### src/rtl/bus_master_030.sv
// ---------------------------------------------------------------------------
// bus_master_030
//
// Purpose:
//   Synchronous initiator for an MC68030-style asynchronous bus. A client
//   (DMA engine, test stimulus, ...) hands over one operand of 1-4 bytes. The
//   master runs one or more bus cycles until the whole operand has moved.
//   Each cycle ends on DSACK1:0, and the acknowledge code tells the master
//   the width of the responding port (dynamic bus sizing). Misaligned
//   operands and operands wider than the port are split into several cycles
//   automatically. The master finishes with a one-clock DONE pulse that
//   carries read data and the error status.
//
// Ports:
//   CLK, RST_n          clock (posedge) and synchronous active-low reset
//   REQ, REQ_WE,        client request: strobe, write flag, byte address,
//   REQ_ADDR, REQ_LEN,  length (00=4, 01=1, 10=2, 11=3) and right-justified
//   REQ_WDATA           write operand
//   BUSY, DONE          busy from acceptance until DONE; DONE is a 1-clock pulse
//   RDATA               right-justified read operand, valid with DONE
//   ERR_BERR,           valid with DONE: bus error / no termination in time
//   ERR_TIMEOUT
//   ADDR, RW, SIZ1:0    bus address, direction (1 = read), remaining bytes
//   AS_n, DS_n          address and data strobes
//   DATA_OUT, DATA_OE   write data on D31:0 and its drive enable
//   DATA_IN             read data from D31:0 (lane 0 = D31:24)
//   DSACK0_n, DSACK1_n, asynchronous cycle terminations from the responder
//   BERR_n
// ---------------------------------------------------------------------------
module bus_master_030 #(
  parameter int ADDR_W         = 28,
  parameter int TIMEOUT_CYCLES = 255
) (
  input  logic              CLK,
  input  logic              RST_n,
  input  logic              REQ,
  input  logic              REQ_WE,
  input  logic [ADDR_W-1:0] REQ_ADDR,
  input  logic [1:0]        REQ_LEN,
  input  logic [31:0]       REQ_WDATA,
  output logic              BUSY,
  output logic              DONE,
  output logic [31:0]       RDATA,
  output logic              ERR_BERR,
  output logic              ERR_TIMEOUT,
  output logic [ADDR_W-1:0] ADDR,
  output logic              RW,
  output logic              SIZ0,
  output logic              SIZ1,
  output logic              AS_n,
  output logic              DS_n,
  output logic [31:0]       DATA_OUT,
  output logic              DATA_OE,
  input  logic [31:0]       DATA_IN,
  input  logic              DSACK0_n,
  input  logic              DSACK1_n,
  input  logic              BERR_n
);

  localparam int               CNT_W    = $clog2(TIMEOUT_CYCLES + 1);
  localparam logic [CNT_W-1:0] CNT_LAST = CNT_W'(TIMEOUT_CYCLES - 1);

  typedef enum logic [2:0] {
    ST_IDLE,
    ST_ADDR,
    ST_STROBE,
    ST_WAIT,
    ST_LATCH,
    ST_END,
    ST_DONE
  } state_t;

  state_t            state_q, state_d;

  // Transfer context. op_q holds the operand bytes still to be written,
  // left-justified, so op byte 0 is always op_q[31:24].
  logic [ADDR_W-1:0] addr_q;
  logic [2:0]        rem_q;
  logic              we_q;
  logic [31:0]       op_q;
  logic [31:0]       acc_q;
  logic              berr_q;
  logic              tmo_q;
  logic [CNT_W-1:0]  cnt_q;

  // Two-flop synchronizers for the asynchronous terminations
  logic dsack0_m, dsack0_s;
  logic dsack1_m, dsack1_s;
  logic berr_m,   berr_s;

  // Request decode
  logic [2:0]  req_rem;
  logic [31:0] req_op;

  // Per-cycle transfer arithmetic
  logic [1:0]        lane_a;
  logic [2:0]        room;
  logic [2:0]        take;
  logic [1:0]        start_lane;
  logic [31:0]       rd_shifted;
  logic [31:0]       rd_bytes;
  logic [31:0]       acc_next;
  logic [31:0]       op_next;
  logic [ADDR_W-1:0] addr_next;
  logic [2:0]        rem_next;
  logic [31:0]       wr_lanes;

  // Termination qualifiers evaluated in WAIT
  logic berr_hit, ack_hit, tmo_hit, bus_quiet;

  // FSM-decoded bus controls
  logic as_n_c, ds_n_c, rw_c, oe_c, busy_c, done_c;

  // Synchronize DSACK0_n, DSACK1_n and BERR_n; idle value is negated (high)
  always_ff @(posedge CLK) begin
    if (!RST_n) begin
      dsack0_m <= 1'b1;
      dsack0_s <= 1'b1;
      dsack1_m <= 1'b1;
      dsack1_s <= 1'b1;
      berr_m   <= 1'b1;
      berr_s   <= 1'b1;
    end else begin
      dsack0_m <= DSACK0_n;
      dsack0_s <= dsack0_m;
      dsack1_m <= DSACK1_n;
      dsack1_s <= dsack1_m;
      berr_m   <= BERR_n;
      berr_s   <= berr_m;
    end
  end

  // Request length uses SIZ encoding (00 means four bytes). The operand is
  // left-justified so the most significant remaining byte sits in op byte 0.
  always_comb begin
    req_rem = (REQ_LEN == 2'b00) ? 3'd4 : {1'b0, REQ_LEN};
    req_op  = REQ_WDATA << {3'd4 - req_rem, 3'b000};
  end

  // Port size from the synchronized acknowledge code decides how many bytes
  // this cycle moved and which lanes they occupied. A 16-bit port sits on
  // D31:16 and an 8-bit port on D31:24, so their start lane ignores the
  // upper address bits.
  always_comb begin
    lane_a     = addr_q[1:0];
    room       = 3'd1;
    start_lane = 2'd0;
    case ({dsack1_s, dsack0_s})
      2'b00: begin
        room       = 3'd4 - {1'b0, lane_a};
        start_lane = lane_a;
      end
      2'b01: begin
        room       = 3'd2 - {2'b00, lane_a[0]};
        start_lane = {1'b0, lane_a[0]};
      end
      default: begin
        room       = 3'd1;
        start_lane = 2'd0;
      end
    endcase
    take = (room < rem_q) ? room : rem_q;

    // Slide the first valid lane up to D31:24, then right-justify the
    // 'take' bytes so they can be appended to the accumulator.
    rd_shifted = DATA_IN << {start_lane, 3'b000};
    rd_bytes   = rd_shifted >> {3'd4 - take, 3'b000};
    acc_next   = (acc_q << {take, 3'b000}) | rd_bytes;
    op_next    = op_q << {take, 3'b000};
    addr_next  = addr_q + {{(ADDR_W-3){1'b0}}, take};
    rem_next   = rem_q - take;
  end

  // Write lane steering. Lanes at or after the address offset carry the
  // operand in order; lanes before it replicate the leading bytes so that an
  // 8-bit port (lane 0) or a 16-bit port (lanes 0-1) still picks up the
  // right bytes whatever the offset.
  always_comb begin
    case (lane_a)
      2'd0:    wr_lanes = {op_q[31:24], op_q[23:16], op_q[15:8],  op_q[7:0]};
      2'd1:    wr_lanes = {op_q[31:24], op_q[31:24], op_q[23:16], op_q[15:8]};
      2'd2:    wr_lanes = {op_q[31:24], op_q[23:16], op_q[31:24], op_q[23:16]};
      default: wr_lanes = {op_q[31:24], op_q[31:24], op_q[31:24], op_q[31:24]};
    endcase
  end

  // Termination qualifiers. BERR outranks DSACK when both arrive together.
  always_comb begin
    berr_hit  = !berr_s;
    ack_hit   = !dsack0_s || !dsack1_s;
    tmo_hit   = (cnt_q == CNT_LAST);
    bus_quiet = dsack0_s && dsack1_s && berr_s;
  end

  // Next-state and bus control decode
  always_comb begin
    state_d = state_q;
    as_n_c  = 1'b1;
    ds_n_c  = 1'b1;
    rw_c    = 1'b1;
    oe_c    = 1'b0;
    busy_c  = 1'b0;
    done_c  = 1'b0;
    case (state_q)
      ST_IDLE: begin
        if (REQ) state_d = ST_ADDR;
      end
      ST_ADDR: begin
        busy_c  = 1'b1;
        rw_c    = !we_q;
        oe_c    = we_q;
        state_d = ST_STROBE;
      end
      ST_STROBE: begin
        // Reads assert DS together with AS; writes give the data a clock
        // of setup first.
        busy_c  = 1'b1;
        rw_c    = !we_q;
        oe_c    = we_q;
        as_n_c  = 1'b0;
        ds_n_c  = we_q;
        state_d = ST_WAIT;
      end
      ST_WAIT: begin
        busy_c = 1'b1;
        rw_c   = !we_q;
        oe_c   = we_q;
        as_n_c = 1'b0;
        ds_n_c = 1'b0;
        if (berr_hit)     state_d = ST_END;
        else if (ack_hit) state_d = ST_LATCH;
        else if (tmo_hit) state_d = ST_END;
      end
      ST_LATCH: begin
        busy_c  = 1'b1;
        rw_c    = !we_q;
        oe_c    = we_q;
        as_n_c  = 1'b0;
        ds_n_c  = 1'b0;
        state_d = ST_END;
      end
      ST_END: begin
        // Strobes are negated; wait for the responder to release its
        // terminations before starting another cycle or finishing.
        busy_c = 1'b1;
        rw_c   = !we_q;
        if (bus_quiet) begin
          if (berr_q || tmo_q || rem_q == 3'd0) state_d = ST_DONE;
          else                                  state_d = ST_ADDR;
        end
      end
      ST_DONE: begin
        done_c  = 1'b1;
        state_d = ST_IDLE;
      end
      default: state_d = ST_IDLE;
    endcase
  end

  // State register and transfer datapath
  always_ff @(posedge CLK) begin
    if (!RST_n) begin
      state_q <= ST_IDLE;
      addr_q  <= '0;
      rem_q   <= 3'd0;
      we_q    <= 1'b0;
      op_q    <= 32'd0;
      acc_q   <= 32'd0;
      berr_q  <= 1'b0;
      tmo_q   <= 1'b0;
      cnt_q   <= '0;
    end else begin
      state_q <= state_d;
      case (state_q)
        ST_IDLE: begin
          if (REQ) begin
            addr_q <= REQ_ADDR;
            rem_q  <= req_rem;
            we_q   <= REQ_WE;
            op_q   <= req_op;
            acc_q  <= 32'd0;
            berr_q <= 1'b0;
            tmo_q  <= 1'b0;
          end
        end
        ST_STROBE: begin
          cnt_q <= '0;
        end
        ST_WAIT: begin
          if (berr_hit) begin
            berr_q <= 1'b1;
          end else if (!ack_hit) begin
            if (tmo_hit) tmo_q <= 1'b1;
            else         cnt_q <= cnt_q + CNT_W'(1);
          end
        end
        ST_LATCH: begin
          if (!we_q) acc_q <= acc_next;
          op_q   <= op_next;
          addr_q <= addr_next;
          rem_q  <= rem_next;
        end
        default: ;
      endcase
    end
  end

  // Output mapping; write data is only presented while the bus is driven
  always_comb begin
    BUSY        = busy_c;
    DONE        = done_c;
    RDATA       = acc_q;
    ERR_BERR    = berr_q;
    ERR_TIMEOUT = tmo_q;
    ADDR        = addr_q;
    RW          = rw_c;
    SIZ1        = rem_q[1];
    SIZ0        = rem_q[0];
    AS_n        = as_n_c;
    DS_n        = ds_n_c;
    DATA_OE     = oe_c;
    DATA_OUT    = oe_c ? wr_lanes : 32'd0;
  end

endmodule

### config.mk
export PLATFORM = sky130hd
export DESIGN_NAME = bus_master_030
export DESIGN_NICKNAME = d
export VERILOG_FILES = /design/src/rtl/bus_master_030.sv
export SDC_FILE = /design/constraint.sdc
export NUM_CORES = 1
export LEC_CHECK = 0
export ABC_CLOCK_PERIOD_IN_PS = 6700
export CAP_MARGIN = 30
export CORE_UTILIZATION = 35
export CTS_CLUSTER_DIAMETER = 30
export DETAILED_ROUTE_END_ITERATION = 7
export RECOVER_POWER = 25
export SYNTH_ARGS = -nofsm -noshare
export SYNTH_HDL_FRONTEND = slang
export SYNTH_SLANG_ARGS = --single-unit
export TNS_END_PERCENT = 100
### constraint.sdc
create_clock -name CLK -period 6.7 [get_ports CLK]
set_clock_uncertainty 0.2 [all_clocks]
set_input_delay 1.34 -clock CLK [delete_from_list [all_inputs] [get_ports CLK]]
set_output_delay 1.34 -clock CLK [all_outputs]
set_load 0.005 [all_outputs]
==> results.md <==
* VDD IR max at 0.000140 V
* Top FF cell, synth: dfxtp_1
* Hpwl dp at 22600 um
* Die area at 0.0249 mm2
* Post-CTS Setup Inserts at 0
* Buffers on Ports at 202
* CTS Buf Count at 17
* Initial antenna violation count at 1
* Syn Area/Cell at 7.64 um2
* Worst reg2reg setup slack at 1.94 ns
* Gr ovfl total at 0
* Routed WL at 31000 um
* Post-Synth Simple-Gate Area at 19.7%
* Setup crit start kind: input pin
* IO Pins at 203
* Slew Limit Fails at 53
* Worst Path Required at 6.82 ns
* Syn_nets at 1232
* Placer Congestion at 0.923
* CP arrival at 5.25 ns
* Compound-Gate Fraction of Synth Area at 36.1%
* Detailed-route vias per instance at 6.02
* Largest net degree at the start of global routing at 55
* Placed cells at 1560
* Max_cap viols at 1
* CP Class: in2reg
* Measured slew at the worst slew-check pin at 2.47 ns
* RSZ-0062 raised after global routing: no
* Synth Area in XOR/XNOR at 1.34%
* Rows at 56
* Syn-to-layout area delta at 32.6%
* Post-synth cell types at 76
* Leakage at 0.00418 uW
* Critical Path End Type: flop
* DRT antenna net count at 0
* DRC viols at 0
* Number of flops mapped to enable cells by yosys at 0
* Die Span Y at 158 um
* Clock slew at reported path FFs at 0.05 ns
* Gr usage total at 24.9%
* Pre-Repair DR Iteration Count at 7
* First-pass GRT wire length at 48400 um
* Peak Freq at 195 MHz
* Synth Area in Adders at 2.82%
* Final Cycle Share at 76.6%
* Status: complete, but fails checks
* Failing checks: capacitance limit, slew limit
* CTS tree: built
* Antenna cells at 0
* Post_cts resized at 0
* PwrDens at 217 mW/mm2
* Seq/Total Area, Yosys at 27.1%
* Clock Sinks at 115
* Hold Fails Final Rpt at 0
* Slew Limit Headroom at -64.5%
* Final setup fails at 0
* Synth Register Bits at 115
* CTS Root Cell: clkbuf_16
* H-tree depth at 4
* Layout cells sized above 1 at 6.20%
* Routed wire per std cell at 19.5 um
* Core ar. at 0.0237 mm2
* Routed via count at 9589
* Combinational family with the most area after synthesis: compound AO/OA/AOI/OAI gates
* Vias in the first global route at 8676
* Crit path max fanout at 52
* Yosys warns at 0
* Final std cells w/o fill at 1593
* Die width at 158 um
* Fin crit period at 5.13 ns
* # nets final at 1381
* FFs w/ async S/R, synth at 0%
* Hold_buf cts at 0
* Post-synthesis mux area share at 7.31%
* CTS Buffer Depth at 2
* Synthesized area at 0.00850 mm2
* Worst Hold Class: reg2reg
* Number of DRC markers in iteration 0 at 819
* Starting Density at 35.9%
* Worst-Skew Late Latency at 0.43 ns
* Cells after synthesis at 1113
* Setup TNS at 0 ns
[through the flow]
| stage | hold WS [ns] | total power [uW] | setup slack [ns] | instance area, um2 | util (%) |
|---|---|---|---|---|---|
| after floorplan | 0.186 | 1270 | 2.00 | 8500 | - |
| after global placement | 0.195 | 1540 | 2.11 | 10700 | 45.1 |
| after detailed placement | 0.196 | 1540 | 2.00 | 10700 | 45.1 |
| after CTS | 0.210 | 2450 | 2.00 | 11300 | 47.6 |
| after global routing | 0.224 | 2570 | 1.36 | 11300 | 47.6 |
| final | 0.205 | 2450 | 1.57 | 11300 | 47.6 |
[kinds of logic after synthesis]
logic type | Yosys count
adder cells (fa/ha/maj) | 18
multiplexers | 61
flip-flops | 115
XOR/XNOR | 13
AO/OA/AOI/OAI | 435
buffers and inverters | 121
AND/OR/NAND/NOR | 350
[synthesized netlist by cell type (12+ instances only)]
library cell	count	share of area [%]
dfxtp_1	115	27
nor2_1	114	5.0
nand2_1	98	4.3
a21oi_1	84	4.9
o21ai_0	71	4.2
clkbuf_1	66	2.9
mux2i_1	52	6.1
a22oi_1	49	4.3
a211oi_1	43	3.8
a32oi_1	31	3.2
inv_1	26	1.1
nand3_1	24	1.4
and2_1	22	1.6
a21o_1	16	1.4
ha_1	16	2.4
a221oi_1	15	1.5
nor2b_1	14	1.0
nor3_1	14	0.82
buf_2	13	0.77
nand2b_1	12	0.88
[flip-flops by register name, indices dropped and copies added (netlist names), 3 cells and up]
signal / count
op_q: 32
state_q: 3
cnt_q: 8
rem_q: 3
RDATA: 32
ADDR: 28
[cell usage in the layout, fill, tap and decap left out, types with 7 or more instances in the layout]
| master | netlist | routed |
|---|---|---|
| nor3_1 | 14 | 14 |
| buf_4 | 1 | 19 |
| a211oi_1 | 43 | 43 |
| nor2b_1 | 14 | 14 |
| a22oi_1 | 49 | 49 |
| and2_1 | 22 | 22 |
| nand3_1 | 24 | 24 |
| o221ai_1 | 11 | 11 |
| nor2_1 | 114 | 113 |
| dlygate4sd3_1 | 0 | 36 |
| a222oi_1 | 8 | 8 |
| o21ai_1 | 8 | 8 |
| o21ai_0 | 71 | 71 |
| o21a_1 | 11 | 11 |
| mux2i_1 | 52 | 52 |
| a32oi_1 | 31 | 31 |
| a311oi_1 | 7 | 7 |
| nor4_1 | 8 | 8 |
| a21o_1 | 16 | 15 |
| nand2b_1 | 12 | 12 |
| dfxtp_1 | 115 | 115 |
| ha_1 | 16 | 16 |
| a22o_1 | 7 | 7 |
| and3_1 | 7 | 7 |
| nand2_1 | 98 | 98 |
| inv_1 | 26 | 26 |
| clkdlybuf4s50_1 | 0 | 165 |
| xnor2_1 | 10 | 10 |
| clkbuf_16 | 0 | 17 |
| a211o_1 | 11 | 11 |
| a221oi_1 | 15 | 15 |
| a21oi_1 | 84 | 84 |
| a31oi_1 | 11 | 11 |
| o22ai_1 | 11 | 11 |
| a221o_1 | 11 | 11 |
[area by class of cell]
class	count	area, um2
tap	319	399
clock inverter	9	105
clock buffer	22	474
sequential	115	2300
inverter	29	109
fill	2397	12400
multi-input combinational	877	5720
timing repair buffer	222	2160
[worst max-delay path, stage by stage]
cell and delay [ns]:
buf_2 0.09, clkbuf_1 1.74, clkinv_1 0.41, nor3_2 0.70, nand2_1 0.37, or3_1 0.47, o221ai_1 0.10
[routing by layer]
metal / share of wire (%) / GRT usage (%) / vias up / routed length, um
met5: 0.042 / 0 / - / 13
li1: - / - / 4534 / -
met4: 2.3 / 8.46 / 2 / 703
met2: 43 / 36.7 / 488 / 13400
met1: 46 / 35.9 / 4512 / 14200
met3: 8.4 / 4.38 / 53 / 2610
[report_power, final]
group	switching, uW	total [uW]	leakage [uW]	internal, uW
Sequential	84.4	819	0.000939	735
Combinational	415	726	0.00295	311
Clock	332	904	0.000286	572
Total	832	2450	0.00418	1620
[final timing paths]
check | start | to | cells past startpoint
min | dsack0_m | dsack0_s | 1
min reg2reg | dsack0_m | dsack0_s | 1
max reg2reg | ADDR[0] | RDATA[4] | 16
max | RST_n | RDATA[21] | 7
No activity file was read; power rests on OpenSTA's default activity.
